<file path="src/rtl/ppu_pkg.sv">
// Shared posit helpers and the decoded-field bundle used by the PPU decoder, add/sub and encoder paths.
// Field widths in posit_fields_t are sized for the largest supported posit (N=32); narrower users take the low bits.
package ppu_pkg;

    localparam int PPU_N_MAX  = 32;
    localparam int PPU_ES_MAX = 3;

    function automatic int te_width(input int n, input int es);
        return $clog2(n) + es + 1;
    endfunction

    function automatic int mant_width(input int n, input int es);
        return n - es - 2;
    endfunction

    localparam int TE_MAX_W   = te_width(PPU_N_MAX, PPU_ES_MAX);
    localparam int MANT_MAX_W = mant_width(PPU_N_MAX, 0);

    // NaR is the sign bit alone: 1 followed by n-1 zeros.
    function automatic logic [PPU_N_MAX-1:0] nar_pattern(input int n);
        return {{(PPU_N_MAX-1){1'b0}}, 1'b1} << (n - 1);
    endfunction

    typedef struct packed {
        logic                         sign;
        logic signed [TE_MAX_W-1:0]   te;
        logic        [MANT_MAX_W-1:0] mant;
        logic                         is_zero;
        logic                         is_nar;
    } posit_fields_t;

endpackage

</file>
<file path="src/rtl/posit_decoder_lzc.sv">
// Leading-zero counter over W bits; an all-zero input reports W.
module lzc #(
    parameter int W  = 15,
    parameter int CW = $clog2(W + 1)
) (
    input  logic [W-1:0]  value,
    output logic [CW-1:0] count
);

    // Later iterations win, so the highest set bit decides the count.
    always_comb begin
        count = CW'(W);
        for (int i = 0; i < W; i++) begin
            if (value[i]) begin
                count = CW'(W - 1 - i);
            end
        end
    end

endmodule

</file>
<file path="src/rtl/posit_decoder.sv">
// Two-stage elastic posit decoder: S1 takes sign/magnitude and special cases, S2 splits regime, exponent and fraction.
// Define PPU_DECODER_NAR_CNT_EN to add the saturating nar_count port.
module posit_decoder
    import ppu_pkg::*;
#(
    parameter int N  = 16,
    parameter int ES = 1
) (
    input  logic                               clk,
    input  logic                               rst,
    input  logic                               in_valid,
    output logic                               in_ready,
    input  logic [N-1:0]                       in_bits,
    output logic                               out_valid,
    input  logic                               out_ready,
    output logic                               out_sign,
    output logic signed [te_width(N, ES)-1:0]  out_te,
    output logic [mant_width(N, ES)-1:0]       out_mant,
    output logic                               out_is_zero,
`ifdef PPU_DECODER_NAR_CNT_EN
    output logic                               out_is_nar,
    output logic [15:0]                        nar_count
`else
    output logic                               out_is_nar
`endif
);

    localparam int TE_W   = te_width(N, ES);
    localparam int MANT_W = mant_width(N, ES);
    localparam int CW     = $clog2(N);
    localparam logic [N-1:0] NAR = N'(nar_pattern(N));

    logic         s1_valid;
    logic         s1_sign;
    logic         s1_zero;
    logic         s1_nar;
    logic [N-2:0] s1_mag;

    logic          s2_valid;
    posit_fields_t s2_fields;

    logic s2_load;
    logic s1_advance;
    logic s1_load;

    assign s2_load    = !s2_valid || out_ready;
    assign s1_advance = s1_valid && s2_load;
    assign s1_load    = !s1_valid || s1_advance;
    assign in_ready   = !rst && s1_load;

    // Only the low N-1 magnitude bits are kept; the magnitude MSB is nonzero only for NaR, which is flagged.
    always_ff @(posedge clk) begin
        if (rst) begin
            s1_valid <= 1'b0;
            s1_sign  <= 1'b0;
            s1_zero  <= 1'b0;
            s1_nar   <= 1'b0;
            s1_mag   <= '0;
        end else if (s1_load) begin
            s1_valid <= in_valid;
            if (in_valid) begin
                s1_sign <= in_bits[N-1];
                s1_mag  <= in_bits[N-1] ? -in_bits[N-2:0] : in_bits[N-2:0];
                s1_zero <= (in_bits == '0);
                s1_nar  <= (in_bits == NAR);
            end
        end
    end

    logic [N-2:0]           regime_scan;
    logic [CW-1:0]          run_len;
    logic [N-4:0]           body;
    logic signed [TE_W-1:0] k_val;
    logic signed [TE_W-1:0] e_val;
    logic signed [TE_W-1:0] te_val;
    logic [MANT_W-1:0]      mant_val;
    posit_fields_t          dec_fields;

    // Flipping by the first regime bit turns either kind of run into leading zeros.
    assign regime_scan = s1_mag ^ {(N-1){s1_mag[N-2]}};

    lzc #(
        .W  (N - 1),
        .CW (CW)
    ) u_lzc (
        .value (regime_scan),
        .count (run_len)
    );

    // The first two bits after the sign always belong to the regime or its terminator,
    // so shifting the rest by run_len-1 left-aligns exponent then fraction, zero-filled.
    assign body  = s1_mag[N-4:0] << (run_len - CW'(1));
    assign k_val = s1_mag[N-2] ? TE_W'(run_len) - TE_W'(1) : -TE_W'(run_len);

    if (ES > 0) begin : g_exp
        assign e_val    = TE_W'(body[N-4 -: ES]);
        assign mant_val = {1'b1, body[N-4-ES:0]};
    end else begin : g_no_exp
        assign e_val    = '0;
        assign mant_val = {1'b1, body};
    end

    assign te_val = (k_val <<< ES) + e_val;

    always_comb begin
        dec_fields         = '0;
        dec_fields.sign    = s1_sign;
        dec_fields.is_zero = s1_zero;
        dec_fields.is_nar  = s1_nar;
        if (!s1_zero && !s1_nar) begin
            dec_fields.te   = TE_MAX_W'(te_val);
            dec_fields.mant = MANT_MAX_W'(mant_val);
        end
    end

    always_ff @(posedge clk) begin
        if (rst) begin
            s2_valid  <= 1'b0;
            s2_fields <= '0;
        end else if (s2_load) begin
            s2_valid <= s1_valid;
            if (s1_valid) begin
                s2_fields <= dec_fields;
            end
        end
    end

    assign out_valid   = s2_valid;
    assign out_sign    = s2_fields.sign;
    assign out_te      = s2_fields.te[TE_W-1:0];
    assign out_mant    = s2_fields.mant[MANT_W-1:0];
    assign out_is_zero = s2_fields.is_zero;
    assign out_is_nar  = s2_fields.is_nar;

    // The shared bundle is wider than this instance needs; the upper bits are constant.
    logic unused_fields;
    assign unused_fields = ^s2_fields;

`ifdef PPU_DECODER_NAR_CNT_EN
    always_ff @(posedge clk) begin
        if (rst) begin
            nar_count <= '0;
        end else if (in_valid && in_ready && (in_bits == NAR) && (nar_count != 16'hFFFF)) begin
            nar_count <= nar_count + 16'd1;
        end
    end
`endif

endmodule

</file>
<file path="config.mk">
export PLATFORM = sky130hd
export DESIGN_NAME = posit_decoder
export DESIGN_NICKNAME = d
export VERILOG_FILES = /design/src/rtl/ppu_pkg.sv /design/src/rtl/posit_decoder_lzc.sv /design/src/rtl/posit_decoder.sv
export SDC_FILE = /design/constraint.sdc
export NUM_CORES = 1
export LEC_CHECK = 0
export CAP_MARGIN = 20
export CORE_ASPECT_RATIO = 1.25
export CORE_MARGIN = 2
export CORE_UTILIZATION = 30
export DETAILED_ROUTE_END_ITERATION = 8
export SLEW_MARGIN = 30
export SYNTH_ARGS = -nofsm -noshare
export SYNTH_HDL_FRONTEND = slang
export SYNTH_HIERARCHICAL = 1
export SYNTH_SLANG_ARGS = --single-unit
</file>
<file path="constraint.sdc">
create_clock -name clk -period 7.2 [get_ports clk]
set_clock_uncertainty 0.2 [all_clocks]
set_input_delay 1.44 -clock clk [delete_from_list [all_inputs] [get_ports clk]]
set_output_delay 1.44 -clock clk [all_outputs]
set_load 0.03 [all_outputs]
</file>
=== After elaboration in Yosys (flattened, before gate mapping) ===
Index checks and enable logic that the tools add are counted.

* Bits in registers: 42
* Output and inout bits: 24
* Word-level logic and storage cells: 50

* Add/sub/neg operators: 5
* Eq/ne operators: 1
* Shifts and indexed selects: 1
* Multiplexer cells: 18
* Bitwise gates (word level): 1
* Reductions and logical operators: 13

{| class="wikitable"
|+ Operators with widths
! operator !! number
|-
| $mux 36 || 1
|-
| $mux 4 || 8
|-
| $eq 16x16->1 const B || 1
|-
| $logic_not 16->1 || 1
|-
| $mux 15 || 1
|-
| $neg 15->15 || 1
|-
| $xor 15x15->15 || 1
|-
| $shl 13x4->13 || 1
|-
| $mux 3 || 4
|-
| $add 6x2->6 || 1
|-
| $logic_not 1->1 || 5
|-
| $mux 5 || 1
|-
| $neg 4->5 || 1
|-
| $sub 4x1->5 const B || 1
|-
| $mux 2 || 2
|-
| $reduce_and 2->1 || 2
|-
| $sub 4x1->4 const B || 1
|-
| $logic_and 1x1->1 || 3
|-
| $logic_or 1x1->1 || 2
|-
| $mux 1 || 1
|}

=== Logic depth before layout (Yosys ltp) ===
* Word-level depth: 20
* Gate-level depth with buffers: 16
* Depth with buffers taken out: 10

=== Cells and area by module ===
The synthesis kept the hierarchy.

{| class="wikitable"
|+ By module, submodules not included
! module !! instances !! cells each !! area an instance (um2) !! seq. area each (um2)
|-
| posit_decoder || 1 || 298 || 2668.8 || 840.8
|-
| lzc || 1 || 26 || 150.1 || 0.0
|}

=== Worst setup path after synthesis ===
No wires, ideal clock.

* Path type: reg-to-reg
* Start point: reg s1_mag[14]
* End point: reg s2_fields (netlist bit out_te[0])
* Library setup time: 117 ps
* Arrival time: 3880 ps
* Data required time: 6883 ps
* Path slack: 3003 ps
* Stages on the path, launching flop included: 14
* Path buffers: 4
* Path through: dfxtp_1 clkbuf_1 buf_2 xor2_1 or3b_1 a311o_1 o21ai_1 buf_4 buf_4 inv_1 ha_1 xnor2_1 mux4_1 o2bb2ai_1

* Elaborated cells between the ends (all ways): 20

{| class="wikitable"
|+ RTL lines
! item !! RTL line !! text
|-
| from (decl) || posit_decoder.sv:37 || <nowiki>logic [N-2:0] s1_mag;</nowiki>
|-
| from (signal assigned) || posit_decoder.sv:63 || <nowiki>s1_mag <= in_bits[N-1] ? -in_bits[N-2:0] : in_bits[N-2:0];</nowiki>
|-
| $xor 15x15->15 || posit_decoder.sv:80 || <nowiki>assign regime_scan = s1_mag ^ {(N-1){s1_mag[N-2]}};</nowiki>
|-
| named net regime_scan[7] || posit_decoder.sv:70 || <nowiki>logic [N-2:0] regime_scan;</nowiki>
|-
| $mux 4 (8 in series) || posit_decoder_lzc.sv:14 || <nowiki>if (value[i]) begin</nowiki>
|-
| named net run_len[0] || posit_decoder.sv:71 || <nowiki>logic [CW-1:0] run_len;</nowiki>
|-
| $sub 4x1->4 || posit_decoder.sv:92 || <nowiki>assign body = s1_mag[N-4:0] << (run_len - CW'(1));</nowiki>
|-
| $shl 13x4->13 || posit_decoder.sv:92 ||
|-
| $add 6x2->6 || posit_decoder.sv:103 || <nowiki>assign te_val = (k_val <<< ES) + e_val;</nowiki>
|-
| $mux 36 || posit_decoder.sv:110 || <nowiki>if (!s1_zero && !s1_nar) begin</nowiki>
|-
| to (signal assigned) || posit_decoder.sv:123 || <nowiki>s2_fields <= dec_fields;</nowiki>
|-
| to (decl) || posit_decoder.sv:40 || <nowiki>posit_fields_t s2_fields;</nowiki>
|}

The timed path passes the listed nets, and every way through them passes these cells.
A chain may end at the register's enable or synchronous reset.

=== Final worst setup path ===
* Start point: reg s1_mag[14]
* End point: reg s2_fields (netlist bit out_te[0])

* Elaborated cells between the ends (all ways): 20

{| class="wikitable"
|+ RTL lines
! item !! RTL line
|-
| $xor 15x15->15 || posit_decoder.sv:80
|-
| named net regime_scan[8] || posit_decoder.sv:70
|-
| $mux 4 (7 in series) || posit_decoder_lzc.sv:14
|-
| named net run_len[0] || posit_decoder.sv:71
|-
| $sub 4x1->4 || posit_decoder.sv:92
|-
| $shl 13x4->13 || posit_decoder.sv:92
|-
| $add 6x2->6 || posit_decoder.sv:103
|-
| $mux 36 || posit_decoder.sv:110
|}

The timed path passes the listed nets, and every way through them passes these cells.

==> flow_summary.yaml <==
clock_tree:
  cts_tree: "yes"
  cts_setup_buffers: 0
  cts_resized: 0
  insertion_delay_ns: 0.28
  clk_root_buffer_cell: "clkbuf_16"
  cts_hold_buf: 0
  clock_sinks: 42
  clkSlewWorstSetupHoldPaths_ns: 0.07
  cts_buffer_depth: 2
  cts_inserted_buffers: 5
  htree_levels: 2
finish:
  diodes: 0
  largest_register: "s1_mag"
  final_nets: 378
  seqCellArea_um2: 841
  nFillCells: 927
  final_layout_size_suffix_gt1_frac: 0.115
  mostFrequentLayoutCells: "43 x nor2_1, 43 x clkdlybuf4s50_1, 42 x dfxtp_1, 21 x xor2_1, 19 x a21oi_1"
  largest_reg_flops: 15
  multiInputGateArea_um2: 1840
  area_growth_pct: 23.2
  fin_area_um2: 3470
timing:
  relSlewSlack: 0.391
  setup_viol: 0
  worst_slack_ns: 2.46
  finalHoldViolations: 0
  setup_tns_ns: 0
  fin_crit_sh: 0.658
  rsz0062_at_grt: "false"
  max_freq_mhz: 211
  period_needed_ns: 4.74
  maxSlewViolCount: 0
  worst_pin_slew_ns: 0.912
placed_design:
  pre_cts_slack_ns: 2.45
  gp_congestion: 0.844
  placed_area_um2: 3310
  port-buffer-count: 43
  hpwl_um: 5210
run_status:
  status: "complete, no violations"
drt:
  vias: 2512
  drt-total-wl_um: 6900
  drc: 0
  antenna_left: 0
  drt_first_pass_iters: 4
  wire_per_inst_um: 14.4
  viasPerCell: 5.24
  drtIter0Drc: 154
power_and_ir_drop:
  p_int_mw: 0.509
  p_sw_frac: 0.349
  p_switching_mw: 0.273
  p_comb_frac: 0.376
  vdd_ir_drop_max_uv: 161
  p_leak_nw: 1.25
  power_mw: 0.782
  power_frac_clock: 0.282
  seq_power_share: 0.342
  power_density_nw_per_um2: 225
critical_path:
  slowest_delay_ns: 0.92
  crit_buf_inv: 1
  required_ns: 7.17
  critical_path_class: "flip-flop to flip-flop"
  cp_cell_sequence: "xor2_1 > or3_1 > or3_1 > o21ai_4 > inv_1 > ha_1 > mux4_2 > mux4_1 > o2bb2ai_1"
  cp_slowest_cell: "dfxtp_1"
  crit_top_cell: "or3_1"
  critPathArrivalTime_ns: 4.71
  cp_max_fo: 21
  cp-end-kind: "flip-flop"
  worstSetupStartpointType: "flip-flop"
  crit_family: "multiplexers"
synth:
  synth_seq_cells: 42
  syn_area_um2: 2820
  syn_avg_cell_area_um2: 8.70
  synth-seq-area-share: 0.298
  yosysUniqueCellTypes: 60
  async_flop_share: 0
  synthFlopType: "dfxtp_1"
  syn_inst: 324
  synth_edf_count: 0
  synth.yosys.warnings: 6
global_routing:
  grt_pass1_wl_um: 11700
  grt_max_degree: 53
  antenna_found_initial: 0
  track_usage: 0.138
  grt-ovfl-total: 0
  grt_pass1_vias: 2393
floorplan:
  num_rows: 39
  die_area_um2: 10200
  start_util: 0.309
  dieWidth_um: 90.7
  dieHeight_um: 112
  io_pins: 44
  core_um2: 9130
min_path:
  worstHoldPathType: "flip-flop to flip-flop"
flow_run:
  max_cap_violations: 0
-- metrics by stage --
step | instances | hold slack, ns | utilization
after floorplan | 327 | 0.237 | -
after global placement | 471 | 0.244 | 0.362
after detailed placement | 471 | 0.249 | 0.363
after CTS | 479 | 0.257 | 0.379
after global routing | 479 | 0.271 | 0.381
final | 479 | 0.252 | 0.381
-- power groups by stage --
stage          Combinational [mW]  Clock [mW]  Sequential [mW]
3_3_place_gp                0.285           0            0.273
2_1_floorplan               0.219           0            0.281
4_1_cts                     0.292       0.228            0.268
3_5_place_dp                0.292           0            0.273
6_report                    0.294       0.221            0.268
5_1_grt                     0.321       0.239            0.270
-- synthesized netlist by cell type (6+ instances only) --
cell type | count | area, µm²
buf_4 | 6 | 45.0
inv_1 | 10 | 37.5
nor2_1 | 43 | 161
dfxtp_1 | 42 | 841
a32oi_1 | 11 | 96.3
nand2_1 | 16 | 60.1
a211oi_1 | 13 | 97.6
xnor2_1 | 7 | 61.3
xor2_1 | 21 | 184
o21ai_0 | 8 | 40.0
clkbuf_1 | 12 | 45.0
nand3_1 | 7 | 35.0
mux4_2 | 10 | 225
nor3_1 | 7 | 35.0
a21oi_1 | 19 | 95.1
-- cell families after synthesis --
| kind of cell | share of synthesized area |
|---|---|
| AO/OA/AOI/OAI | 0.199 |
| XOR/XNOR | 0.0870 |
| adder cells (fa/ha/maj) | 0.0133 |
| buffers and inverters | 0.0621 |
| flip-flops | 0.298 |
| multiplexers | 0.123 |
| other | 0.00133 |
| AND/OR/NAND/NOR | 0.216 |
-- layout make-up --
type                       count  area share
sequential                    42       0.242
clock buffer                   5      0.0360
inverter                      10      0.0108
tap                          123      0.0443
timing repair buffer          46       0.130
clock inverter                 3     0.00613
multi-input combinational    250       0.530
-- routing by layer --
| metal | GRT usage | vias to the layer above | part of all wire |
|---|---|---|---|
| li1 | - | 1258 | - |
| met1 | 0.168 | 1185 | 0.42 |
| met2 | 0.249 | 62 | 0.53 |
| met3 | 0.0201 | 7 | 0.039 |
| met4 | 0.0472 | 0 | 0.015 |
| met5 | 0 | - | 0 |
-- worst paths after layout --
check                              endpoint  cells past startpoint         from  slack (ns)
worst max-delay path              out_te[0]                      9   s1_mag[14]        2.46
worst min-delay path            out_mant[5]                      2  out_mant[5]        0.25
worst max register to register    out_te[0]                      9   s1_mag[14]        2.46
worst min register to register  out_mant[5]                      2  out_mant[5]        0.25
-- worst reg2reg max path, cell delays in order (launching register included) --
cell	delay [ns]
dfxtp_1	0.92
xor2_1	0.22
or3_1	0.39
or3_1	0.36
o21ai_4	0.56
inv_1	0.18
ha_1	0.70
mux4_2	0.43
mux4_1	0.53
o2bb2ai_1	0.14
No activity file was read; power rests on OpenSTA's default activity.
